**config.mk**
```make
export PLATFORM = sky130hd
export DESIGN_NAME = valid_ready_bypass_fifo
export DESIGN_NICKNAME = d
export VERILOG_FILES = /design/src/rtl/valid_ready_bypass_fifo.sv
export SDC_FILE = /design/constraint.sdc
export NUM_CORES = 1
export LEC_CHECK = 0
export CAP_MARGIN = 20
export CORE_ASPECT_RATIO = 0.9
export CORE_MARGIN = 5
export CORE_UTILIZATION = 52
export DETAILED_ROUTE_END_ITERATION = 12
export PLACE_DENSITY_LB_ADDON = 0.3
export SETUP_SLACK_MARGIN = 0.5
export SYNTH_ARGS = -nofsm -noshare
export SYNTH_HDL_FRONTEND = slang
export SYNTH_SLANG_ARGS = --single-unit
```
**constraint.sdc**
```tcl
create_clock -name clock -period 2.7 [get_ports clock]
set_input_delay 0.27 -clock clock [delete_from_list [all_inputs] [get_ports clock]]
set_output_delay 0.27 -clock clock [all_outputs]
set_load 0.01 [all_outputs]
```
**src/rtl/valid_ready_bypass_fifo.sv**
```systemverilog
// rtl/valid_ready_bypass_fifo.sv - DEPTH-entry valid/ready FIFO with zero-latency bypass when empty
// Optional almost_full output enabled by VALID_READY_BYPASS_FIFO_ALMOST_FULL_EN.
module valid_ready_bypass_fifo #(
  parameter int WIDTH = 8,
  parameter int DEPTH = 4
`ifdef VALID_READY_BYPASS_FIFO_ALMOST_FULL_EN
  ,
  parameter int ALMOST_FULL_LEVEL = DEPTH - 1
`endif
) (
  input  logic                       clock,
  input  logic                       resetn,
  input  logic [WIDTH-1:0]           write_data,
  input  logic                       write_valid,
  output logic                       write_ready,
  output logic                       full,
  output logic [WIDTH-1:0]           read_data,
  output logic                       read_valid,
  input  logic                       read_ready,
  output logic                       empty,
`ifdef VALID_READY_BYPASS_FIFO_ALMOST_FULL_EN
  output logic                       almost_full,
`endif
  output logic [$clog2(DEPTH+1)-1:0] level
);

  localparam int PW = $clog2(DEPTH);
  localparam int LW = $clog2(DEPTH + 1);
  localparam logic [PW-1:0] LAST_PTR = PW'(DEPTH - 1);
  localparam logic [LW-1:0] FULL_LEVEL = LW'(DEPTH);

  logic [WIDTH-1:0] r_mem [DEPTH];
  logic [PW-1:0]    r_rd_ptr;
  logic [PW-1:0]    r_wr_ptr;
  logic [LW-1:0]    r_level;

  logic w_empty;
  logic w_full;
  logic w_wr_fire;
  logic w_bypass;
  logic w_store;
  logic w_pop;

  assign w_empty = (r_level == '0);
  assign w_full  = (r_level == FULL_LEVEL);

  // write_ready depends on registered occupancy only, never on read_ready
  assign write_ready = !w_full;
  assign full        = w_full;
  assign empty       = w_empty;
  assign level       = r_level;

  assign read_valid = w_empty ? write_valid : 1'b1;
  assign read_data  = w_empty ? write_data : r_mem[r_rd_ptr];

  assign w_wr_fire = write_valid && !w_full;
  assign w_bypass  = w_empty && write_valid && read_ready;
  assign w_store   = w_wr_fire && !w_bypass;
  assign w_pop     = !w_empty && read_ready;

`ifdef VALID_READY_BYPASS_FIFO_ALMOST_FULL_EN
  assign almost_full = (r_level >= LW'(ALMOST_FULL_LEVEL));
`endif

  always_ff @(posedge clock) begin
    if (w_store) begin
      r_mem[r_wr_ptr] <= write_data;
    end
  end

  // Explicit wrap so non-power-of-two depths cycle through exactly DEPTH slots
  always_ff @(posedge clock or negedge resetn) begin
    if (!resetn) begin
      r_wr_ptr <= '0;
      r_rd_ptr <= '0;
    end else begin
      if (w_store) begin
        r_wr_ptr <= (r_wr_ptr == LAST_PTR) ? '0 : r_wr_ptr + 1'b1;
      end
      if (w_pop) begin
        r_rd_ptr <= (r_rd_ptr == LAST_PTR) ? '0 : r_rd_ptr + 1'b1;
      end
    end
  end

  always_ff @(posedge clock or negedge resetn) begin
    if (!resetn) begin
      r_level <= '0;
    end else begin
      case ({w_store, w_pop})
        2'b10:   r_level <= r_level + 1'b1;
        2'b01:   r_level <= r_level - 1'b1;
        default: r_level <= r_level;
      endcase
    end
  end

endmodule

```
==> impl_metrics.env, run 1 <==
export IMPL_clk_latency_ns=0.29
export IMPL_netlist_instances=94
export IMPL_power_leakage_nw=0.806
export IMPL_route_vias_total=904
export IMPL_fin_tns_setup_ns=0
export IMPL_clock_tree_htree_level_count=2
export IMPL_synth_compound_area_share_pct=0.514
export IMPL_pwr_density_cell_mw_per_mm2=1100
export IMPL_syn_to_final_growth_pct=26.7
export IMPL_post_route_period_util_pct=84.2
export IMPL_end_kind="output pin"
export IMPL_grt_pass1_wl_mm=4.86
export IMPL_clkSinkCount=39
export IMPL_cts_root_buf="clkbuf_8"
export IMPL_drtPass1Iterations=4
export IMPL_outcome="finished, final reports clean"
export IMPL_critPathKind="reg -> out"
export IMPL_fin_util_pct=69.3
export IMPL_synth_fa_ha_area_share_pct=5.58
export IMPL_wl_per_cell_um=16.8
export IMPL_die_area_mm2=0.00452
export IMPL_cpPeakStageDelay_ns=0.48
export IMPL_vdd_drop_max_mv=0.694
export IMPL_yosys_area_share_simple_pct=3.82
export IMPL_clock_path_buffers=2
export IMPL_arrival_ns=2.00
export IMPL_cts_made_buffers=5
export IMPL_rsz0062_at_grt="yes"
export IMPL_post_route_cells_drive_above_1_share_pct=29.2
export IMPL_finalNonFillerCells=172
export IMPL_die_h_um=64.3
export IMPL_cp_slowest_cell="mux4_2"
export IMPL_skew_ns=0.00379
export IMPL_gp_congestion=0.677
export IMPL_avgSynthCellArea_um2=18.1
export IMPL_netlist_area_mm2=0.00170
export IMPL_drtIter0Drc=62
export IMPL_viasPerCell=5.26
export IMPL_start_kind="register"
export IMPL_final_antenna_net_count=0
export IMPL_grt_use_met2_pct=24.8
export IMPL_drc=0
export IMPL_busiest_layer="met2"
export IMPL_die_width_um=70.3
export IMPL_worst_slew_pin_slew_ns=0.438
export IMPL_first_global_vias=984
export IMPL_slew_viol_final=0
export IMPL_synth_top_family_by_area="multiplexers"
export IMPL_grt_use_met3_pct=6.27
export IMPL_cts_tree="yes"
export IMPL_ios=27
export IMPL_synth_fp_nets=113
export IMPL_diodes=0
export IMPL_min_period_ns=2.27
export IMPL_ys_seq_area_share_pct=66.7
export IMPL_synthMuxAreaShare_pct=19.1
export IMPL_layout_nets=148
export IMPL_grt_util_met1_pct=16.9
export IMPL_worst_ep_required_time_ns=2.43
export IMPL_synth_xor_area_share_pct=1.54
export IMPL_slew_headroom_pct=70.8
export IMPL_yosys_warnings=0
export IMPL_ys_types=20
export IMPL_antenna_found_initial=0
export IMPL_cap_violations=0
export IMPL_dp_cells=161
export IMPL_max_freq_mhz=440
export IMPL_initial_core_util_pct=54.7
export IMPL_grt_total_usage_pct=14.9
export IMPL_routed_wirelength_mm=2.89
export IMPL_io_buffers=26
export IMPL_clk_pin_slew_ns=0.07
export IMPL_hold_viol_final=0
export IMPL_coreArea_mm2=0.00311
export IMPL_dpl_hpwl_mm=2.13
export IMPL_crit_chain="buf_4 > mux4_2 > mux2_2 > clkdlybuf4s50_1"
export IMPL_grt_remaining_overflow=0
export IMPL_hold_class="in -> async"
export IMPL_cp_max_fo=3
export IMPL_std_cell_rows=19
export IMPL_ys_seq_elements=39
export IMPL_setup_violations=0
export IMPL_grt_max_degree=13
==> path summary, 6_finish.rpt <==
check | from | to | slack (ns) | cells after the start
worst max-delay path | r_rd_ptr[0] | read_data[1] | 0.43 | 4
worst min-delay path | resetn | r_wr_ptr[0] | 0.24 | 1
worst max register to register | level[0] | level[2] | 0.64 | 9
worst min register to register | level[2] | level[2] | 0.55 | 1
max in group asynchronous | resetn | level[0] | 2.20 | 1
min in group clock | level[2] | level[2] | 0.55 | 1
==> layer usage <==
metal	up-vias	share of wire, %	routed length [um]
met1	451	40	1160
met5	-	0	0
met3	6	4.6	134
met2	23	53	1540
met4	0	2.1	62
li1	424	-	-
==> through the flow <==
| step | setup WS [ns] | cell area (um^2) | power, W | hold WS [ns] |
|---|---|---|---|---|
| after global placement | 0.372 | 2010 | 0.00190 | 0.533 |
| final | 0.425 | 2160 | 0.00238 | 0.239 |
| after CTS | 0.407 | 2150 | 0.00241 | 0.248 |
| after floorplan | 0.778 | 1700 | 0.00152 | -0.0256 |
| after global routing | 0.345 | 2160 | 0.00255 | 0.240 |
| after detailed placement | 0.367 | 2010 | 0.00194 | 0.545 |
==> logic make-up after synthesis <==
kind of cell             after synthesis
multiplexers                          21
XOR/XNOR                               3
AND/OR/NAND/NOR                       13
flip-flops                            39
AO/OA/AOI/OAI                          1
adder cells (fa/ha/maj)                7
buffers and inverters                 10
==> cells in the final DEF, fill, tap and decap left out <==
cell             instances
fa_1                     1
nand2b_1                 1
nor3_4                   1
ha_1                     6
and2_1                   4
inv_1                    7
edfxtp_1                32
dfrtp_2                  5
clkinv_1                 1
dlymetal6s2s_1           1
clkinv_2                 1
clkdlybuf4s50_1         19
xnor2_1                  1
mux2i_1                  1
o31a_1                   1
buf_6                    1
nand2_1                  1
xor2_1                   2
mux4_2                   8
dfrtp_1                  2
mux2_2                  12
buf_4                    4
clkbuf_8                 5
nor2b_1                  1
dlygate4sd2_1            6
nor2_1                   5
bufinv_16                1
==> synth_stat cells <==
library cell  number  area [um^2]
ha_1               6         75.1
o31a_1             1         8.76
nor2b_1            1         6.26
nor2_1             5         18.8
dfrtp_1            7          175
nand2_1            1         3.75
and2_1             4         25.0
buf_1              1         3.75
mux2_2            12          135
mux2i_1            1         10.0
nand2b_1           1         6.26
xnor2_1            1         8.76
buf_6              1         11.3
buf_2              1         5.00
nor3_1             1         5.00
mux4_2             8          180
edfxtp_1          32          961
inv_1              7         26.3
xor2_1             2         17.5
fa_1               1         20.0
==> where the power goes <==
part / internal (W) / switching [W]
Clock: 0.000270 / 0.000188
Sequential: 0.000822 / 0.000117
Combinational: 0.000566 / 0.000412
==> state kept, by name, indices dropped and copies added (netlist names) <==
register	count
level	3
r_mem	32
r_rd_ptr	2
r_wr_ptr	2
==> worst max-delay path, delay by kind of cell, from the launching register on <==
family                 cells  cell delay, ns
muxes                      2            0.75
buffers and inverters      2            0.61
DFF                        1            0.37
==> cell type report <==
class / count / area [um^2]
Clock buffer: 5 / 68.8
Multi-Input combinational cell: 45 / 532
Fill cell: 214 / 957
Tap cell: 42 / 52.6
Timing Repair Buffer: 31 / 297
Inverter: 7 / 26.3
Sequential cell: 39 / 1140
Clock inverter: 3 / 38.8
==> timing repair <==
item | in CTS | in global routing
gates resized for setup | 11 | 5
hold buffers | 0 | 0
endpoints found under the setup margin | 8 | 7
pin swaps | 0 | 1
buffers inserted | 3 | 0
cloned | 0 | 0
(Power assumes the default switching activity.)
==> run 2, diff against run 1 <==
- CORE_UTILIZATION: 52 -> 47
- clock period: 2.7 -> 2.05 ns (I/O delays scaled with it)
==> run 2 against run 1 <==
Non-clock buffer count is 15 higher; cell area is 8.3% higher; via count grew 6.5%; wire length grew 13%; clock skew up 0.0039 ns; count of clock-buffer cells in the layout is 1 higher; total power rose by 46%; register-to-register slack got worse by 0.51 ns; largest power group unchanged; highest routed layer unchanged.
==> impl_metrics.env, run 2 (synthesis gave the netlist of run 1 again) <==
export IMPL_drtIter0Drc=32
export IMPL_post_route_period_util_pct=94.8
export IMPL_critical_path_cell_count=4
export IMPL_slew_headroom_pct=74.2
export IMPL_drc=0
export IMPL_grt_max_degree=13
export IMPL_hold_viol_final=0
export IMPL_setup_violations=0
export IMPL_hold_class="in -> async"
export IMPL_syn_to_final_growth_pct=37.2
export IMPL_cap_violations=0
export IMPL_ios=27
export IMPL_cp_slowest_cell="mux4_2"
export IMPL_clock_tree_htree_level_count=2
export IMPL_vdd_drop_max_mv=0.790
export IMPL_die_width_um=73.5
export IMPL_layout_commonest_cell="edfxtp_1"
export IMPL_postCtsHoldBufs=0
export IMPL_max_freq_mhz=514
export IMPL_slew_viol_final=0
export IMPL_critPathKind="reg -> out"
export IMPL_crit_family="multiplexers"
export IMPL_dpl_hpwl_mm=2.20
export IMPL_viasPerCell=5.10
export IMPL_rsz0062_at_grt="yes"
export IMPL_crit_top_cell="buf_6"
export IMPL_final_antenna_net_count=0
export IMPL_end_kind="output pin"
export IMPL_cts_made_buffers=5
export IMPL_die_h_um=67.1
export IMPL_layout_nets=163
export IMPL_cts_root_buf="clkbuf_8"
export IMPL_path_buf_inv=2
export IMPL_grt_remaining_overflow=0
export IMPL_clk_latency_ns=0.29
export IMPL_final_cell_mix="edfxtp_1, buf_6, clkdlybuf4s50_1"
export IMPL_clk_pin_slew_ns=0.08
export IMPL_total_power_w=0.00346
export IMPL_routed_wirelength_mm=3.26
export IMPL_initial_core_util_pct=49.7
export IMPL_r2r_setup_slack_ns=0.13
export IMPL_startpoint="r_rd_ptr[0]"
export IMPL_cpPeakStageDelay_ns=0.50
export IMPL_clkSinkCount=39
export IMPL_start_kind="register"
export IMPL_crit_chain="buf_6 > mux4_2 > mux2_4 > buf_6"
export IMPL_diodes=0
export IMPL_post_route_cells_drive_above_1_share_pct=45.5
export IMPL_min_period_ns=1.94
export IMPL_route_vias_total=963
export IMPL_worst_ep_required_time_ns=1.85
export IMPL_worst_slew_pin_slew_ns=0.386
export IMPL_largest_register="r_mem"
export IMPL_skew_ns=0.00767
export IMPL_timing_rr_end="level[2]"
export IMPL_coreArea_mm2=0.00343
export IMPL_wl_per_cell_um=17.3
export IMPL_gp_congestion=0.744
export IMPL_std_cell_rows=20
export IMPL_worst_hold_slack_ns=0.194
export IMPL_grt_pass1_wl_mm=5.06
export IMPL_antenna_found_initial=0
export IMPL_cts_tree="yes"
export IMPL_drtPass1Iterations=3
export IMPL_finalNonFillerCells=189
export IMPL_grt_total_usage_pct=14.8
export IMPL_pwr_density_cell_mw_per_mm2=1480
export IMPL_cp_max_fo=5
export IMPL_power_leakage_nw=0.921
export IMPL_r2r_start="level[1]"
export IMPL_reg2reg_depth=9
export IMPL_largest_register_ff_count=32
export IMPL_outcome="finished, final reports clean"
export IMPL_clock_path_buffers=2
export IMPL_dp_cells=175
export IMPL_io_buffers=26
export IMPL_die_area_mm2=0.00493
export IMPL_arrival_ns=1.74
export IMPL_first_global_vias=1050
==> run 2: worst max path at each step <==
stage / to / slack [ns]
6_report: read_data[2] / 0.11
5_1_grt: empty / 0.01
4_1_cts: read_data[2] / 0.09
3_5_place_dp: level[2] / -0.10
3_3_place_gp: level[2] / -0.04
2_1_floorplan: level[2] / 0.18
==> run 2: worst reg2reg max path: stages, from the launching register on <==
cell     delay [ns]
dfrtp_1        0.40
buf_6          0.13
o31a_1         0.30
inv_1          0.07
ha_2           0.18
inv_2          0.04
fa_2           0.33
xor2_1         0.15
nor2_1         0.07
xor2_1         0.16
==> run 2: area by class of cell <==
| class | instances | area [um^2] |
|---|---|---|
| Sequential cell | 39 | 1140 |
| Fill cell | 226 | 1090 |
| Multi-Input combinational cell | 45 | 567 |
| Timing Repair Buffer | 46 | 464 |
| Clock buffer | 6 | 72.6 |
| Tap cell | 44 | 55.1 |
| Inverter | 7 | 26.3 |
| Clock inverter | 2 | 12.5 |
==> run 2: repair_timing <==
item | in CTS | in global routing
pin swaps | 1 | 0
gates resized for setup | 53 | 19
hold endpoints to repair | 0 | 0
setup buffers | 4 | 2
endpoints found under the setup margin | 14 | 47
==> run 2: power breakdown <==
group          leakage (nW)  internal [W]  switching, W
Clock                0.0412      0.000238      0.000264
Combinational         0.507       0.00107      0.000681
Sequential            0.373       0.00107      0.000137
Total                 0.921       0.00238       0.00108
==> run 2: through the flow <==
step / cell area, um^2 / worst slack [ns] / util, % / setup TNS (ns)
after floorplan: 1710 / 0.180 / - / 0
after global placement: 2110 / -0.0419 / 61.5 / -0.0419
after detailed placement: 2110 / -0.102 / 61.5 / -0.102
after CTS: 2270 / 0.0885 / 66.3 / 0
after global routing: 2340 / 0.0135 / 68.1 / 0
final: 2340 / 0.106 / 68.1 / 0
==> run 2: routing by layer <==
layer	up-vias	GRT usage [%]	part of all wire [%]
met2	19	24.2	53
met1	487	16.6	40
met5	-	0	0
met4	0	10.2	1.8
met3	5	4.07	4.7
li1	452	-	-
==> run 3, diff against run 2 <==
- RECOVER_POWER: unset -> 100
==> run 3 against run 2 <==
Sequential power barely moved; setup slack is essentially flat; global-route usage unchanged; combinational power about the same; largest cell class unchanged; critical endpoint unchanged; clock skew barely moved; maximum frequency about the same; total power about the same; die area stayed put.
==> impl_metrics.env, run 3 (synthesis gave the netlist of run 1 again) <==
export IMPL_outcome="finished, final reports clean"
export IMPL_crit_family="multiplexers"
export IMPL_arrival_ns=1.74
export IMPL_skew_ns=0.00767
export IMPL_end_kind="output pin"
export IMPL_grt_total_usage_pct=14.8
export IMPL_largest_register_ff_count=32
export IMPL_final_antenna_net_count=0
export IMPL_antenna_found_initial=0
export IMPL_layout_commonest_cell="edfxtp_1"
export IMPL_min_period_ns=1.94
export IMPL_hold_viol_final=0
export IMPL_grt_pass1_wl_mm=5.06
export IMPL_layout_nets=163
export IMPL_clock_path_buffers=2
export IMPL_ios=27
export IMPL_syn_to_final_growth_pct=37.0
export IMPL_hold_class="in -> async"
export IMPL_first_global_vias=1050
export IMPL_cp_slowest_cell="mux4_2"
export IMPL_path_buf_inv=2
export IMPL_cap_violations=0
export IMPL_critPathKind="reg -> out"
export IMPL_drc=0
export IMPL_worst_slew_pin_slew_ns=0.392
export IMPL_die_area_mm2=0.00493
export IMPL_fin_util_pct=68.1
export IMPL_initial_core_util_pct=49.7
export IMPL_io_buffers=26
export IMPL_die_h_um=67.1
export IMPL_slew_headroom_pct=73.8
export IMPL_power_switching_w=0.00108
export IMPL_clk_latency_ns=0.29
export IMPL_swShare_pct=31.3
export IMPL_viasPerCell=5.09
export IMPL_internal_power_w=0.00237
export IMPL_std_cell_rows=20
export IMPL_drtIter0Drc=32
export IMPL_cts_tree="yes"
export IMPL_pwr_density_cell_mw_per_mm2=1480
export IMPL_setup_violations=0
export IMPL_reg2reg_depth=9
export IMPL_worst_ep_required_time_ns=1.85
export IMPL_drtPass1Iterations=3
export IMPL_route_vias_total=962
export IMPL_wl_per_cell_um=17.2
export IMPL_timing_rr_end="level[2]"
export IMPL_cts_root_buf="clkbuf_8"
export IMPL_clock_tree_htree_level_count=2
export IMPL_seq_power_share_pct=35.0
export IMPL_largest_register="r_mem"
export IMPL_r2r_start="level[1]"
export IMPL_max_freq_mhz=514
export IMPL_postCtsHoldBufs=0
export IMPL_vdd_drop_max_mv=0.790
export IMPL_crit_top_cell="buf_6"
export IMPL_clk_pin_slew_ns=0.08
export IMPL_cts_made_buffers=5
export IMPL_power_share_clock_pct=14.5
export IMPL_cpPeakStageDelay_ns=0.50
export IMPL_total_power_w=0.00346
export IMPL_post_route_period_util_pct=94.8
export IMPL_die_width_um=73.5
export IMPL_grt_max_degree=13
export IMPL_start_kind="register"
export IMPL_coreArea_mm2=0.00343
export IMPL_post_route_cells_drive_above_1_share_pct=45.5
export IMPL_gp_congestion=0.744
export IMPL_r2r_setup_slack_ns=0.13
export IMPL_grt_remaining_overflow=0
export IMPL_power_leakage_nw=0.914
export IMPL_dpl_hpwl_mm=2.20
export IMPL_crit_chain="buf_6 > mux4_2 > mux2_4 > buf_6"
export IMPL_diodes=0
export IMPL_rsz0062_at_grt="yes"
export IMPL_fin_tns_setup_ns=0
export IMPL_cp_max_fo=5
export IMPL_worst_hold_slack_ns=0.264
export IMPL_final_cell_mix="edfxtp_1, buf_6, buf_4"
export IMPL_slew_viol_final=0
export IMPL_pwr_share_comb_pct=50.4
export IMPL_routed_wirelength_mm=3.26
export IMPL_clkSinkCount=39
run 3: stage by stage:
stage / worst slack, ns / std cells / cell area [um^2]
2_1_floorplan: 0.180 / 94 / 1710
3_3_place_gp: -0.0419 / 175 / 2110
3_5_place_dp: -0.102 / 175 / 2110
4_1_cts: 0.0885 / 187 / 2270
5_1_grt: 0.0135 / 189 / 2330
6_report: 0.106 / 189 / 2330
run 3: metal layers:
layer	global-route usage, %	share of wire, %
met5	0	0
met1	16.6	41
met3	4.07	4.4
met2	24.2	53
met4	10.2	1.8
run 3: layout make-up:
cell class / count / area (um^2)
Clock inverter: 2 / 12.5
Timing Repair Buffer: 46 / 462
Sequential cell: 39 / 1140
Clock buffer: 6 / 72.6
Multi-Input combinational cell: 45 / 567
Fill cell: 227 / 1090
Tap cell: 44 / 55.1
Inverter: 7 / 26.3
run 3: worst max path at each step:
stage | endpoint | slack (ns) | start | cells after the start
global route | empty | 0.01 | level[2] | 3
floorplan | level[2] | 0.18 | level[2] | 9
detailed placement | level[2] | -0.10 | read_ready | 10
CTS | read_data[2] | 0.09 | r_rd_ptr[0] | 4
global placement | level[2] | -0.04 | read_ready | 10
finish | read_data[2] | 0.11 | r_rd_ptr[0] | 4
run 3: what timing repair did:
action,4_1_cts,5_1_grt
buffers inserted,4,2
endpoints found under the hold margin,0,0
setup endpoints to repair,14,47
pin swaps,1,0
gates resized for setup,53,19
run 3: power groups by stage:
stage | logic, W | registers [W] | clock network [W]
6_report | 0.00174 | 0.00121 | 0.000502
4_1_cts | 0.00167 | 0.00120 | 0.000514
3_3_place_gp | 0.00145 | 0.00119 | 0
5_1_grt | 0.00188 | 0.00124 | 0.000561
3_5_place_dp | 0.00149 | 0.00121 | 0
2_1_floorplan | 0.000833 | 0.00118 | 0
==> RTL change (settings of run 1) <==
The option `VALID_READY_BYPASS_FIFO_ALMOST_FULL_EN` is turned on by a define.
--- a/src/rtl/valid_ready_bypass_fifo.sv
+++ b/src/rtl/valid_ready_bypass_fifo.sv
@@ -2,2 +2,4 @@
 // Optional almost_full output enabled by VALID_READY_BYPASS_FIFO_ALMOST_FULL_EN.
+`define VALID_READY_BYPASS_FIFO_ALMOST_FULL_EN
+
 module valid_ready_bypass_fifo #(
Check against the original RTL (old outputs only; new: almost_full): equivalent (Yosys induction, for registers that start in step).
==> RTL change against run 1 <==
Setup slack improved by 0.14 ns; hold slack better by 0.024 ns; cell area decreased by 0.70%; synthesized cell count up 1.1%; core utilization is 0.48 points lower; global-route usage decreased by 0.52 points; synthesized area increased by 0.44%; critical path depth unchanged; sequential cell count did not move; wire length is 5.2% higher; clock power fell by 21%; clock skew hardly changed; total power fell by 2.8%; critical endpoint is now read_data[3]; largest cell class unchanged; largest power group unchanged; highest routed layer unchanged.
==> RTL change: results (changes against run 1) <==
| Metric | Value |
|---|---|
| Status | finished, final reports clean |
| Netlist cell types | 21 (+5.0%) |
| Non-clk buf share | 0.143 (+0.00505) |
| Die width | 70.5 um (+0.19%) |
| Clock buffers | 7 (+2) |
| DR top layer | met4 |
| Routability cong. | 0.717 (+5.9%) |
| Critical Path Fanout Max | 5 (+2) |
| GRT Total Usage | 0.144 (-0.00520) |
| Critical path endpoint | read_data[3] |
| Initial DRC count | 38 (-39%) |
| Post-route met1 wirelength | 1280 um (+11%) |
| Worst Path Arrival | 1.86 ns (-0.14 ns) |
| Placed Instances | 163 (+1.2%) |
| Routed wire length per instance | 17.4 um (+3.4%) |
| Non-clock buffer count | 33 (+6.5%) |
| Metal2 WL | 1510 um (-1.8%) |
| Met3 Track Usage GR | 0.0464 (-0.0163) |
| Largest net degree at the start of global routing | 12 (-1) |
| First-pass GRT wire length | 4910 um (+0.84%) |
| DP Area | 2030 sq um (+0.87%) |
| Fmax | 0.470 GHz (+6.8%) |
| Peak VDD IR | 0.561 mV (-19%) |
| Synth-to-Final Area Change | 25.2% |
| DP Wirelength | 2100 um (-1.3%) |
| Post_cts resized | 12 (+1) |
| Clock-cell share | 0.0380 (-0.0119) |
| GRT met1 Usage | 0.169 (-0.000174) |
| Filler cells | 216 (+0.93%) |
| Post-Route WL | 3040 um (+5.2%) |
| Reg area | 1140 sq um (-0.11%) |
| Hold slack final | 0.263 ns (+0.0238 ns) |
| Postcts setup bufs | 3 (unchanged) |
| CP max stage delay | 0.51 ns (+0.03 ns) |
| Net count after synthesis | 114 (+0.88%) |
| Vias in the first global route | 991 (+0.71%) |
| Worst Setup Slack post-DPL | 0.356 ns (-0.0113 ns) |
| Multi-input logic area | 536 sq um (+0.71%) |
| Met3 wire len | 162 um (+21%) |
| Multi-input gate count | 46 (+2.2%) |
| Leakage power | 0.800 nW (-0.75%) |
| Avg Cell Area, Syn | 18.0 sq um (-0.62%) |
| Port Buffer Count | 27 (+3.8%) |
| Seq/Total Area, Yosys | 0.664 (-0.00293) |
[RTL change: power by group]
| part | switching [mW] | internal (mW) | total (mW) | leakage [nW] |
|---|---|---|---|---|
| combinational | 0.438 | 0.574 | 1.01 | 0.387 |
| clock | 0.180 | 0.181 | 0.361 | 0.0422 |
| sequential | 0.115 | 0.820 | 0.935 | 0.371 |
| total | 0.733 | 1.58 | 2.31 | 0.800 |
[RTL change: cell families (layout without fill, tap and decap cells)]
family	after synthesis	in the layout	synth area share
mux	21	21	0.190
buf+inv	10	48	0.0271
compound gates	2	2	0.00951
flops	39	39	0.664
xor+xnor	3	3	0.0154
fa+ha+maj	7	7	0.0556
simple gates	13	13	0.0380
[RTL change: worst max-delay path, delay by kind of cell (launching register included)]
| family | cells | cell delay [ns] |
|---|---|---|
| buffers and inverters | 2 | 0.44 |
| DFF | 1 | 0.35 |
| muxes | 2 | 0.78 |
